File: src/rtl/dl_lshift_iter_pkg.sv
`default_nettype none
// ============================================================================
//  Module      : dl_lshift_iter_pkg
//  Description : Shared definitions for the design_lib shifter family: shift
//                kind codes and the shift-amount width helper.
//  Revision    : 1.0 - initial release
// ============================================================================
package dl_lshift_iter_pkg;

    // Shift-kind codes used across the shifter family.
    typedef enum logic [1:0] {
        LOGICAL_L = 2'd0,
        LOGICAL_R = 2'd1,
        ARITH_R   = 2'd2
    } shift_kind_e;

    // Width of a shift amount able to address every bit of an operand.
    function automatic int dl_shift_width(input int num_bits);
        return $clog2(num_bits);
    endfunction

endpackage
`default_nettype wire

File: src/rtl/dl_lshift_iter_if.sv
`default_nettype none
// ============================================================================
//  Module      : dl_lshift_iter_if
//  Description : Operand/result valid-ready bus of the iterative left shifter.
//                master = producer/consumer side, slave = shifter side.
//  Revision    : 1.0 - initial release
// ============================================================================
interface dl_lshift_iter_if
    import dl_lshift_iter_pkg::*;
#(
    parameter int NUM_BITS = 32
);
    localparam int NUM_SHIFT_BITS = dl_shift_width(NUM_BITS);

    logic                      in_val;
    logic                      in_rdy;
    logic [NUM_BITS-1:0]       a;
    logic [NUM_SHIFT_BITS-1:0] shift;
    logic                      out_val;
    logic                      out_rdy;
    logic [NUM_BITS-1:0]       out;

    modport master (
        output in_val, a, shift, out_rdy,
        input  in_rdy, out_val, out
    );

    modport slave (
        input  in_val, a, shift, out_rdy,
        output in_rdy, out_val, out
    );
endinterface
`default_nettype wire

File: src/rtl/dl_lshift_step.sv
`default_nettype none
// ============================================================================
//  Module      : dl_lshift_step
//  Description : One stage of the iterative left shifter: shifts the data by
//                2**k when enabled, passes it through otherwise.
//  Revision    : 1.0 - initial release
// ============================================================================
module dl_lshift_step #(
    parameter int NUM_BITS       = 32,
    parameter int NUM_SHIFT_BITS = 5
) (
    input  wire logic [NUM_BITS-1:0]       i_data,
    input  wire logic [NUM_SHIFT_BITS-1:0] i_k,
    input  wire logic                      i_en,
    output logic      [NUM_BITS-1:0]       o_data
);
    // One extra bit keeps 2**k representable for every legal k.
    logic [NUM_SHIFT_BITS:0] w_dist;

    // Select between the shifted and the untouched operand.
    always_comb begin
        w_dist = (NUM_SHIFT_BITS + 1)'(1) << i_k;
        o_data = i_en ? (i_data << w_dist) : i_data;
    end
endmodule
`default_nettype wire

File: src/rtl/dl_lshift_iter.sv
`default_nettype none
// ============================================================================
//  Module      : dl_lshift_iter
//  Description : Iterative logical left shifter. Resolves one shift-amount bit
//                per cycle, so latency is NUM_SHIFT_BITS cycles for any shift.
//  Revision    : 1.0 - initial release
// ============================================================================
module dl_lshift_iter
    import dl_lshift_iter_pkg::*;
#(
    parameter int NUM_BITS = 32
) (
    input  wire logic       clk,
    input  wire logic       rst,
    dl_lshift_iter_if.slave bus
);
    localparam int NUM_SHIFT_BITS = dl_shift_width(NUM_BITS);

    localparam logic [1:0] c_IDLE  = 2'd0;
    localparam logic [1:0] c_SHIFT = 2'd1;
    localparam logic [1:0] c_DONE  = 2'd2;

    localparam logic [NUM_SHIFT_BITS-1:0] c_K_ONE  = NUM_SHIFT_BITS'(1);
    localparam logic [NUM_SHIFT_BITS-1:0] c_K_LAST = NUM_SHIFT_BITS'(NUM_SHIFT_BITS - 1);

    logic [1:0]                r_state;
    logic [NUM_BITS-1:0]       r_data;
    logic [NUM_SHIFT_BITS-1:0] r_amt;
    logic [NUM_SHIFT_BITS-1:0] r_k;
    logic [NUM_BITS-1:0]       r_out;
    logic                      r_out_val;
    logic                      r_in_rdy;

    logic                      w_en;
    logic [NUM_BITS-1:0]       w_step;

    // Pick amt[k] with a mask so the index never exceeds the vector width.
    always_comb begin
        w_en = |(r_amt & (c_K_ONE << r_k));
    end

    dl_lshift_step #(
        .NUM_BITS       (NUM_BITS),
        .NUM_SHIFT_BITS (NUM_SHIFT_BITS)
    ) u_step (
        .i_data (r_data),
        .i_k    (r_k),
        .i_en   (w_en),
        .o_data (w_step)
    );

    // Control FSM, step counter, working data and output register.
    always_ff @(posedge clk) begin
        if (rst) begin
            r_state   <= c_IDLE;
            r_data    <= '0;
            r_amt     <= '0;
            r_k       <= '0;
            r_out     <= '0;
            r_out_val <= 1'b0;
            r_in_rdy  <= 1'b1;
        end else begin
            case (r_state)
                c_IDLE: begin
                    if (bus.in_val) begin
                        r_data   <= bus.a;
                        r_amt    <= bus.shift;
                        r_k      <= '0;
                        r_in_rdy <= 1'b0;
                        r_state  <= c_SHIFT;
                    end
                end
                c_SHIFT: begin
                    r_data <= w_step;
                    if (r_k == c_K_LAST) begin
                        // Counter parks on the last step; it is cleared on the next accept.
                        r_out     <= w_step;
                        r_out_val <= 1'b1;
                        r_state   <= c_DONE;
                    end else begin
                        r_k <= r_k + c_K_ONE;
                    end
                end
                c_DONE: begin
                    // Result is held until taken; no accept on the release edge.
                    if (bus.out_rdy) begin
                        r_out_val <= 1'b0;
                        r_in_rdy  <= 1'b1;
                        r_state   <= c_IDLE;
                    end
                end
                default: begin
                    r_out_val <= 1'b0;
                    r_in_rdy  <= 1'b1;
                    r_state   <= c_IDLE;
                end
            endcase
        end
    end

    assign bus.in_rdy  = r_in_rdy;
    assign bus.out_val = r_out_val;
    assign bus.out     = r_out;
endmodule
`default_nettype wire

File: src/flat_wrapper.sv
// flat-port wrapper written by rule: the top's interface ports become plain ports
module dl_lshift_iter_flat import dl_lshift_iter_pkg::*;
#(
    parameter int NUM_BITS = 32
)
  (clk, rst, bus_in_val, bus_a, bus_shift, bus_out_rdy, bus_in_rdy, bus_out_val, bus_out);
  dl_lshift_iter_if #(.NUM_BITS(NUM_BITS)) bus_i ();
  input  wire logic clk;
  input  wire logic rst;
  input wire logic [$bits(bus_i.in_val)-1:0] bus_in_val;
  input wire logic [$bits(bus_i.a)-1:0] bus_a;
  input wire logic [$bits(bus_i.shift)-1:0] bus_shift;
  input wire logic [$bits(bus_i.out_rdy)-1:0] bus_out_rdy;
  output wire logic [$bits(bus_i.in_rdy)-1:0] bus_in_rdy;
  output wire logic [$bits(bus_i.out_val)-1:0] bus_out_val;
  output wire logic [$bits(bus_i.out)-1:0] bus_out;
  assign bus_i.in_val = bus_in_val;
  assign bus_i.a = bus_a;
  assign bus_i.shift = bus_shift;
  assign bus_i.out_rdy = bus_out_rdy;
  assign bus_in_rdy = bus_i.in_rdy;
  assign bus_out_val = bus_i.out_val;
  assign bus_out = bus_i.out;
  dl_lshift_iter #(.NUM_BITS(NUM_BITS)) u_core (.clk(clk), .rst(rst), .bus(bus_i));
endmodule
File: config.mk
export PLATFORM = sky130hd
export DESIGN_NAME = dl_lshift_iter_flat
export DESIGN_NICKNAME = d
export VERILOG_FILES = /design/src/rtl/dl_lshift_iter_pkg.sv /design/src/rtl/dl_lshift_iter_if.sv /design/src/rtl/dl_lshift_step.sv /design/src/rtl/dl_lshift_iter.sv /design/src/flat_wrapper.sv
export SDC_FILE = /design/constraint.sdc
export NUM_CORES = 1
export LEC_CHECK = 0
export CAP_MARGIN = 10
export CORE_UTILIZATION = 54
export CTS_CLUSTER_DIAMETER = 40
export DETAILED_ROUTE_END_ITERATION = 8
export GPL_TIMING_DRIVEN = 0
export PLACE_DENSITY = 0.84
export SYNTH_ARGS = -nofsm -noshare
export SYNTH_HDL_FRONTEND = slang
export SYNTH_SLANG_ARGS = --single-unit
export TNS_END_PERCENT = 1
File: constraint.sdc
create_clock -name clk -period 2.45 [get_ports clk]
set_input_delay 0.245 -clock clk [delete_from_list [all_inputs] [get_ports clk]]
set_output_delay 0.245 -clock clk [all_outputs]
set_load 0.005 [all_outputs]
* Yosys cells after proc, flatten, opt, wreduce, memory -nomap -nowiden
Cells that the tools add are included.
Storage, ports and cells: flip-flop bits (word level) 78, input port bits 41
Cells by class: bitwise logic cells 3, equal/unequal tests 7, shift-type cells 3, add/subtract/negate cells 1, muxes and demuxes 16, reductions and logical operators 10
Operators with widths (number):
- 2-to-1 mux 32 bit | 2
- one-hot mux 32 bit (2 select lines) | 1
- << shifter 32 x 6 -> 32 bit | 1
- AND reduction 3 bit | 4
- 2-to-1 mux 5 bit | 2
- one-hot mux 5 bit (2 select lines) | 1
- 2-to-1 mux 2 bit | 3
- inequality test 2 bit (second input constant) | 3
- one-hot mux 1 bit (3 select lines) | 2
- one-hot mux 2 bit (3 select lines) | 1
- AND reduction 2 bit | 3
- << shifter 1 x 5 -> 6 bit (first input constant) | 1
- adder 5 x 1 -> 5 bit (second input constant) | 1
- AND 5 bit | 1
- == test 5 x 3 -> 1 bit (second input constant) | 1
- OR reduction 5 bit | 1
- << shifter 1 x 5 -> 5 bit (first input constant) | 1
- 2-to-1 mux 1 bit | 4
- == test 2 x 1 -> 1 bit (second input constant) | 1
- == test 2 bit (second input constant) | 1
- logical NOT 2 bit | 1
- inequality test 2 x 1 -> 1 bit (second input constant) | 1
- NOT 1 bit | 2
- nonzero test 2 bit | 1

* Logic depth before layout (Yosys ltp)
Gate-level depths: netlist of the first run.
depth in word-level cells 5, mapped depth 9

* Cells and area by module
Synthesis of the first run repeated with hierarchy kept, for this count alone.
Unflattened totals: cell total of the unflattened synthesis 655, area, all modules 5034.8 um^2
Modules (own cells, without submodules):
- dl_lshift_iter | area an instance 3239.4 um^2, times used 1, cells each 396, seq. area each 1561.5 um^2
- dl_lshift_step | area an instance 1795.5 um^2, times used 1, cells each 259, seq. area each 0.0 um^2

* Worst setup path after synthesis of the first run
Ideal clock, no wire load.
path type register -> register, start register u_core.r_k[1], end register u_core.r_k[3], buffers on the path 2, cell stages (with the launch flop) 9, data arrival time 1.995 ns, path slack 0.377 ns, required time 2.372 ns, path through dfxtp_1 -> buf_2 -> buf_2 -> inv_1 -> ha_1 -> a31oi_1 -> o2111ai_1 -> xor2_1 -> nor3_1
Between the ends: longest elaborated chain between the ends 3
RTL lines:
- start, declared | line dl_lshift_iter.sv:29 | logic [NUM_SHIFT_BITS-1:0] r_k;
- start signal, assigned | line dl_lshift_iter.sv:81 | r_k <= r_k + c_K_ONE;
- adder 5 x 1 -> 5 bit / == test 5 x 3 -> 1 bit (equally long branches) | line dl_lshift_iter.sv:81, dl_lshift_iter.sv:75
- 2-to-1 mux 5 bit / inequality test 2 bit (equally long branches)
- one-hot mux 5 bit (2 select lines) / AND reduction 3 bit (equally long branches)
Several ways; a longest one is shown, not always the timed one. The select of a mux whose other input is x is not followed. A chain may end at the register's enable or synchronous reset.

* Worst setup path in the final report of the first run
start register u_core.r_k[0], end register u_core.r_out[10], in the netlist u_core.bus.out[10]
Between the ends: longest elaborated chain between the ends 4
RTL lines:
- parallel branches: the longest is 4 deep, another holds << shifter 32 x 6 -> 32 bit
- end signal, assigned | line dl_lshift_iter.sv:77 | r_out <= w_step;
- end, declared | line dl_lshift_iter.sv:30 | logic [NUM_BITS-1:0] r_out;
Several ways; the timed one is not identified.

==> key figures, run 1 <==
Power and ir drop
  • Tot Pwr: roughly 0.0033 W
  • Power per cell area: 563.3 nW/um^2
  • Net switching share of the total power: 0.3085
  • Internal power: 0.002271 W
  • Sequential group share of total power: 0.432
  • Comb power frac: 0.187
  • Power dissipated by switching net loads: 0.001013 W
  • Worst VDD drop: 0.4979 mV
  • Fraction of power consumed by the clock network: 0.381
  • Leak Pwr: 1.991 nW

Critical path
  • Data required time at the worst endpoint: 2730 ps
  • Gate family responsible for the most delay along the worst path: buffers and inverters
  • Maximum fanout count along the critical path: 10
  • Critical path, cell by cell: buf_4, buf_6, clkinvlp_4, ha_2, nand3_1, nor2_4, clkbuf_2, clkbuf_4, a211oi_1
  • Worst R2R End: u_core.bus.out[10]
  • CP Data Arrival Time: 2670 ps
  • FF-to-FF Start: u_core.r_k[0]
  • Count of cells along the worst register-to-register path: 9
  • Crit path largest cell delay: 390 ps
  • Critical Path Sink Type: flip-flop
  • Slowest cell on crit path: sky130_fd_sc_hd__dfxtp_1
  • Worst path bufs/invs: 5
  • Critical path startpoint category: flip-flop
  • Worst R2R Setup Slack: 50 ps
  • Category of the critical setup timing path: reg -> reg

Clocking
  • Root buf cell: sky130_fd_sc_hd__clkbuf_8
  • Maximum number of buffers from clock root to sink: 2
  • # H-tree levels: 3
  • # clock sinks: 78
  • TritonCTS clock tree: yes
  • Hold Buf Count CTS: 0
  • Clock-pin slew reported for the worst setup and hold paths after clock tree synthesis: 100 ps
  • Insertion delay of the later-clocked pin in the worst-skew pair: 370 ps
  • Num CTS Buffers: 9

Global routing
  • Most Crowded Layer GR: met2
  • First-pass GRT wire length: ~28000 um
  • Largest net degree at the start of global routing: 16
  • Global-route usage over all layers: 0.4454
  • Aggregate global routing overflow: 0
  • Met3 capacity usage during global routing: 0.1060
  • Met1 track utilization from global routing: 0.5794
  • Vias in the first global route: ~5000
  • Global-route track usage on met2: 0.6466
  • Antenna violations before repair: 0

STA
  • Worst path setup slack after routing: 52.48 ps
  • Final hold slack: about 430 ps
  • Max_slew headroom: 0.5167
  • F_max: 417.1 MHz
  • Layout Skew: around 19 ps
  • Max-slew violations: 0
  • RSZ-0062 raised after global routing: true
  • Final worst-path cycle share: 0.9786
  • Setup tns final: 0 ps
  • Actual slew at the worst max-slew pin: between 700 and 800 ps
  • Clock period minus final worst setup slack: 2398 ps
  • Final setup violation count: 0
  • Hold violation count in the final report: 0

Floorplanning
  • Floorplan die area: 8844 um^2
  • Vertical extent of the die: ~94 um
  • Effective utilization at floorplan: 0.5567
  • Core area: 8217 um^2
  • Row Count: 33
  • Die width: 94.04 um
  • Ports: 75

Yosys
  • Seq/Total Area, Yosys: 0.3414
  • Top-count cell post-synth: sky130_fd_sc_hd__dfxtp_1
  • Number of flops mapped to enable cells by yosys: 0
  • Top cell types by occurrence after synthesis: sky130_fd_sc_hd__dfxtp_1, sky130_fd_sc_hd__nand2_1, sky130_fd_sc_hd__a21oi_1
  • Largest area contributor in the netlist: sky130_fd_sc_hd__dfxtp_1
  • Most instantiated flip-flop cell in the synthesis netlist: sky130_fd_sc_hd__dfxtp_1
  • Synthesized area: around 4600 um^2
  • Share of synthesized flip-flops with an asynchronous set or reset: 0
  • Yosys warning total: 0
  • Cells after Synth: 540
  • Unique masters post-synth: 65
  • Synth area leaders: sky130_fd_sc_hd__dfxtp_1, sky130_fd_sc_hd__mux4_2, sky130_fd_sc_hd__a21oi_1, sky130_fd_sc_hd__nand2_1, sky130_fd_sc_hd__nor2_1
  • Number of synthesized register bits: 78
  • Synthesized area divided by synthesized cell count: 8.471 um^2
  • Fraction of synthesized cell area taken by the top area cell type: 0.3414
  • Nets in the synthesized netlist: roughly 580

Routing
  • First DRT Iteration DRCs: 615
  • Pre-antenna DRT Iters: 5
  • Via-per-instance ratio: about 7
  • DRC violation count after routing: 0
  • Wire length per cell: around 26 um
  • Detailed Route WL: roughly 19000 um
  • Routed vias: between 5000 and 6000
  • Number of nets with antenna violations after detailed routing: 0

Layout
  • Fill cell instance count of the final layout: about 660
  • Inserted Diodes: 0
  • Area grow syn2layout: 27.46%
  • Cell area after layout: 5831 um^2
  • Net count reported at finish: 671
  • Share of cells above drive strength 1: 0.1564

Worst hold path
  • Hold Path Cell Cnt: 3
  • Hold wc startpoint: bus_shift[0]
  • Hold Path Class: in -> reg
  • Hold-critical path endpoint: u_core.r_amt[0]

Status
  • Outcome: finished clean

Placed design
  • Port Buffers: 74
  • HPWL reported at the end of detailed placement: 13510 um
  • Placed cell areas: 5446 um^2
  • Post-place setup slack: -434.7 ps
  • Final RePlAce weighted congestion: about 1.0

Flow run
  • Count of max-cap constraint violations: 0
-- per-stage QoR --
step	std cells	utilization
3_5_place_dp	719	0.6629
4_1_cts	736	0.7003
2_1_floorplan	540	-
5_1_grt	738	0.7096
3_3_place_gp	719	0.6629
6_report	738	0.7096
-- placed cells by master (no fill, tap or decap), types with 4 or more instances in the layout --
cell | netlist | layout
sky130_fd_sc_hd__a211oi_1 | 7 | 7
sky130_fd_sc_hd__a21oi_1 | 51 | 51
sky130_fd_sc_hd__a221oi_1 | 10 | 9
sky130_fd_sc_hd__a22oi_1 | 17 | 17
sky130_fd_sc_hd__a31oi_1 | 12 | 11
sky130_fd_sc_hd__a32oi_1 | 4 | 4
sky130_fd_sc_hd__and3_1 | 5 | 5
sky130_fd_sc_hd__buf_2 | 18 | 15
sky130_fd_sc_hd__buf_4 | 3 | 7
sky130_fd_sc_hd__buf_6 | 3 | 4
sky130_fd_sc_hd__clkbuf_1 | 25 | 16
sky130_fd_sc_hd__clkbuf_2 | 0 | 7
sky130_fd_sc_hd__clkbuf_8 | 0 | 9
sky130_fd_sc_hd__clkdlybuf4s50_1 | 0 | 74
sky130_fd_sc_hd__dfxtp_1 | 78 | 77
sky130_fd_sc_hd__inv_1 | 7 | 6
sky130_fd_sc_hd__mux2_2 | 8 | 8
sky130_fd_sc_hd__mux2i_1 | 11 | 11
sky130_fd_sc_hd__mux4_2 | 16 | 16
sky130_fd_sc_hd__nand2_1 | 54 | 53
sky130_fd_sc_hd__nand3_1 | 30 | 30
sky130_fd_sc_hd__nand3b_1 | 4 | 4
sky130_fd_sc_hd__nand4_1 | 13 | 13
sky130_fd_sc_hd__nor2_1 | 41 | 38
sky130_fd_sc_hd__nor2b_1 | 5 | 5
sky130_fd_sc_hd__nor3_1 | 20 | 19
sky130_fd_sc_hd__o21ai_0 | 23 | 23
sky130_fd_sc_hd__o22ai_1 | 10 | 10
-- layout make-up --
type / instances / area, um^2 / share of cell area
Tap cell: 105 / 131.4 / 0.02253
Sequential cell: 78 / 1563 / 0.2680
Buffer: 52 / 279.0 / 0.04785
Clock buffer: 9 / 123.9 / 0.02124
Multi-Input combinational cell: 403 / 2813 / 0.4824
Timing Repair Buffer: 77 / 763.2 / 0.1309
Inverter: 7 / 30.03 / 0.005150
Clock inverter: 7 / 127.6 / 0.02189
-- power groups by stage --
stage	clock (W)	sequential, W	combinational, W
after global placement	0	0.00144	0.000564
after floorplan	0	0.00139	0.000367
final	0.00125	0.00142	0.000614
after detailed placement	0	0.00144	0.000572
after global routing	0.00131	0.00142	0.000647
after CTS	0.00125	0.00141	0.000581
-- how the worst max path moves through the flow --
| stage | from | endpoint | slack [ps] | cells past startpoint |
|---|---|---|---|---|
| after floorplan | u_core.r_k[1] | u_core.r_k[3] | 380 | 8 |
| after global placement | u_core.r_k[1] | u_core.bus.out[28] | -370 | 8 |
| after detailed placement | u_core.r_k[0] | u_core.bus.out[28] | -430 | 8 |
| after CTS | u_core.r_k[4] | u_core.bus.out[16] | 9 | 6 |
| after global routing | u_core.r_k[0] | u_core.bus.out[10] | -30 | 9 |
| final | u_core.r_k[0] | u_core.bus.out[10] | 50 | 9 |
-- worst reg2reg max path, stage by stage, from the launching register on --
cell                         delay [ps]
sky130_fd_sc_hd__dfxtp_1            390
sky130_fd_sc_hd__buf_4              280
sky130_fd_sc_hd__buf_6              220
sky130_fd_sc_hd__clkinvlp_4         210
sky130_fd_sc_hd__ha_2               270
sky130_fd_sc_hd__nand3_1            180
sky130_fd_sc_hd__nor2_4              80
sky130_fd_sc_hd__clkbuf_2           220
sky130_fd_sc_hd__clkbuf_4           220
sky130_fd_sc_hd__a211oi_1           240
-- state kept, by name, summed over array words and instances (netlist names) --
name / flops
u_core.bus.out_val: 1
u_core.bus.in_rdy: 1
u_core.r_k: 5
u_core.r_data: 32
u_core.r_state: 2
u_core.r_amt: 5
u_core.bus.out: 32
-- per-layer routing --
layer / part of all wire / vias to the layer above / routed length, um
li1: - / 2237 / -
met1: 0.38 / 2390 / 7163
met2: 0.43 / 454 / 8133
met3: 0.12 / 102 / 2367
met4: 0.072 / 0 / 1363
met5: 0 / - / 0
-- cells by family (layout without fill, tap and decap cells) --
family / Yosys count / count (layout) / synth area share
flops: 78 / 78 / 0.3414
buf+inv: 59 / 152 / 0.06072
fa+ha+maj: 2 / 2 / 0.005470
simple gates: 195 / 195 / 0.2177
mux: 35 / 35 / 0.1225
xor+xnor: 3 / 3 / 0.005745
compound gates: 168 / 168 / 0.2464
-- timing repair --
item / in CTS / in global routing
pin swaps: 0 / 1
endpoints found under the setup margin: 40 / 45
buffers inserted: 1 / 2
gates resized for setup: 15 / 23
Power figures use the tool's default switching activity.
==> run 2: changes to the inputs <==
--- a/config.mk
+++ b/config.mk
@@ -6,11 +6,11 @@
 export NUM_CORES = 1
 export LEC_CHECK = 0
 export CAP_MARGIN = 10
-export CORE_UTILIZATION = 54
+export CORE_UTILIZATION = 55
 export CTS_CLUSTER_DIAMETER = 40
 export DETAILED_ROUTE_END_ITERATION = 8
 export GPL_TIMING_DRIVEN = 0
-export PLACE_DENSITY = 0.84
+export PLACE_DENSITY = 0.85
 export SYNTH_ARGS = -nofsm -noshare
 export SYNTH_HDL_FRONTEND = slang
 export SYNTH_SLANG_ARGS = --single-unit
==> constraint.sdc (replaced) <==
create_clock -name clk -period 3.04 [get_ports clk]
set_input_delay 0.304 -clock clk [delete_from_list [all_inputs] [get_ports clk]]
set_output_delay 0.304 -clock clk [all_outputs]
set_load 0.005 [all_outputs]
==> key figures, run 2 (same netlist as run 1, synthesis figures left out) <==
Placed design
  • HPWL reported at the end of detailed placement: 12920 um (-4.4%)
  • Placed cell areas: 5443 um^2 (about the same)
  • Final RePlAce weighted congestion: 1.110 (+7.0%)
  • Port Buffers: 74 (unchanged)

Routing
  • Pre-antenna DRT Iters: 5 (unchanged)
  • Routed vias: 5132 (-0.98%)
  • Detailed Route WL: 17900 um (-5.9%)
  • Via-per-instance ratio: 7.011 (-0.17%)
  • Number of nets with antenna violations after detailed routing: 0 (unchanged)
  • DRC violation count after routing: 0 (unchanged)
  • First DRT Iteration DRCs: 735 (+20%)
  • Wire length per cell: 24.46 um (-5.1%)

Critical path
  • Category of the critical setup timing path: reg -> reg
  • Maximum fanout count along the critical path: 10 (unchanged)
  • CP Data Arrival Time: 3150 ps (+480 ps)
  • Data required time at the worst endpoint: 3310 ps (+580 ps)
  • Critical path startpoint category: flip-flop
  • Critical Path Sink Type: flip-flop
  • Worst R2R Setup Slack: 160 ps (+100 ps)

Power and ir drop
  • Worst VDD drop: 0.2761 mV (-45%)
  • Power per cell area: 419.0 nW/um^2 (-26%)
  • Leak Pwr: 1.905 nW (-4.3%)

Floorplanning
  • Effective utilization at floorplan: 0.5799 (+0.02323)
  • Core area: 7888 um^2 (-4.0%)
  • Ports: 75 (unchanged)
  • Floorplan die area: 8685 um^2 (-1.8%)
  • Die width: 93.20 um (-0.90%)
  • Vertical extent of the die: 93.20 um (-0.90%)
  • Row Count: 32 (-3.0%)

Layout
  • Inserted Diodes: 0 (unchanged)
  • Share of cells above drive strength 1: 0.1159 (-0.04053)
  • Commonest non-fill, non-tap cells in the layout: sky130_fd_sc_hd__dfxtp_1, sky130_fd_sc_hd__clkdlybuf4s50_1, sky130_fd_sc_hd__nand2_1
  • Net count reported at finish: 668 (-0.45%)
  • Cell area after layout: 5618 um^2 (-3.6%)
  • Fill cell instance count of the final layout: 650 (-1.4%)
  • Area grow syn2layout: 22.81%
  • Leading cell type in the layout, fill and taps excluded: sky130_fd_sc_hd__dfxtp_1

STA
  • Final hold slack: 456.6 ps (+29.89 ps)
  • Layout Skew: 13.11 ps (-5.913 ps)
  • RSZ-0062 raised after global routing: false
  • Max_slew headroom: 0.3644 (-0.1522)
  • Final setup violation count: 0 (unchanged)
  • Actual slew at the worst max-slew pin: 938.5 ps (+218.9 ps)
  • Hold violation count in the final report: 0 (unchanged)
  • Final worst-path cycle share: 0.9488 (-0.02977)
  • Setup tns final: 0 ps (unchanged)
  • F_max: 346.7 MHz (-17%)
  • Clock period minus final worst setup slack: 2884 ps (+486.9 ps)
  • Max-slew violations: 0 (unchanged)

Global routing
  • Global-route usage over all layers: 0.4323 (-0.01310)
  • Aggregate global routing overflow: 0 (unchanged)
  • Largest net degree at the start of global routing: 14 (-2)
  • Vias in the first global route: 5017 (+1.3%)
  • Global-route track usage on met2: 0.6379 (-0.008726)
  • Most Crowded Layer GR: met2
  • Antenna violations before repair: 0 (unchanged)
  • Met3 capacity usage during global routing: 0.1244 (+0.01840)
  • First-pass GRT wire length: 27750 um (-2.3%)
  • Met1 track utilization from global routing: 0.5534 (-0.02603)

Flow run
  • Count of max-cap constraint violations: 0 (unchanged)

Clocking
  • Maximum number of buffers from clock root to sink: 2 (unchanged)
  • Clock-pin slew reported for the worst setup and hold paths after clock tree synthesis: 90 ps (about the same)
  • Root buf cell: sky130_fd_sc_hd__clkbuf_8
  • TritonCTS clock tree: yes
  • Hold Buf Count CTS: 0 (unchanged)
  • Quantity of gates resized following cts: 0 (-15)
  • # H-tree levels: 3 (unchanged)
  • Num CTS Buffers: 9 (unchanged)
  • Buffers inserted by post-CTS timing repair: 0 (-1)
  • # clock sinks: 78 (unchanged)
  • Insertion delay of the later-clocked pin in the worst-skew pair: 380 ps (about the same)

Worst hold path
  • Hold Path Class: reg -> reg

Status
  • Outcome: finished clean
-- run 2: cell types whose count changed in the layout (fill, tap and decap cells not counted), sizes merged --
cell	delta
clkbuf	+1
buf	-2
clkinvlp	+1
bufinv	-3
clkinv	+1
inv	-1
-- run 2: worst max-delay path: stages (launching register included) --
cell and delay (ps):
sky130_fd_sc_hd__dfxtp_1 450, sky130_fd_sc_hd__buf_2 310, sky130_fd_sc_hd__buf_2 300, sky130_fd_sc_hd__inv_1 170, sky130_fd_sc_hd__ha_1 280, sky130_fd_sc_hd__nand4_1 460
sky130_fd_sc_hd__clkbuf_1 520, sky130_fd_sc_hd__nand3_1 180, sky130_fd_sc_hd__o41ai_1 100
-- run 2: power by group --
part / switching (W) / internal, W / leakage [nW]
Sequential: 0.0000795 / 0.00106 / 0.635
Clock: 0.000418 / 0.000319 / 0.0857
Combinational: 0.000274 / 0.000202 / 1.18
-- run 2: cell type report --
type                    instances  area [um^2]  area share
multi-input cells             403         2735      0.4869
flip-flops and latches         78         1562      0.2780
repair buffers                 74        740.7      0.1318
plain buffers                  52        251.5     0.04477
clock buffers                  11        141.4     0.02517
well taps                     102        127.6     0.02272
clock inverters                 5        33.78    0.006013
inverters                       7        26.28    0.004677
-- run 2: worst paths after layout --
path	from	to	cells after the start
hold reg to reg	u_core.r_amt[4]	u_core.r_amt[4]	2
setup / recovery	u_core.r_k[1]	u_core.bus.out[19]	8
hold / removal	u_core.r_amt[4]	u_core.r_amt[4]	2
setup reg to reg	u_core.r_k[1]	u_core.bus.out[19]	8
-- run 2: per-stage QoR --
stage	total power (W)	std cells	setup slack, ps	util
after floorplan	0.001418	540	967.0	-
after global placement	0.001605	716	337.1	0.6900
after detailed placement	0.001611	716	159.8	0.6900
after CTS	0.002323	732	275.6	0.7122
after global routing	0.002420	732	85.67	0.7122
final	0.002354	732	155.6	0.7122
-- run 2: layer usage --
metal,vias up,share of wire
li1,2223,-
met1,2349,0.38
met2,445,0.42
met3,115,0.13
met4,0,0.068
met5,-,0
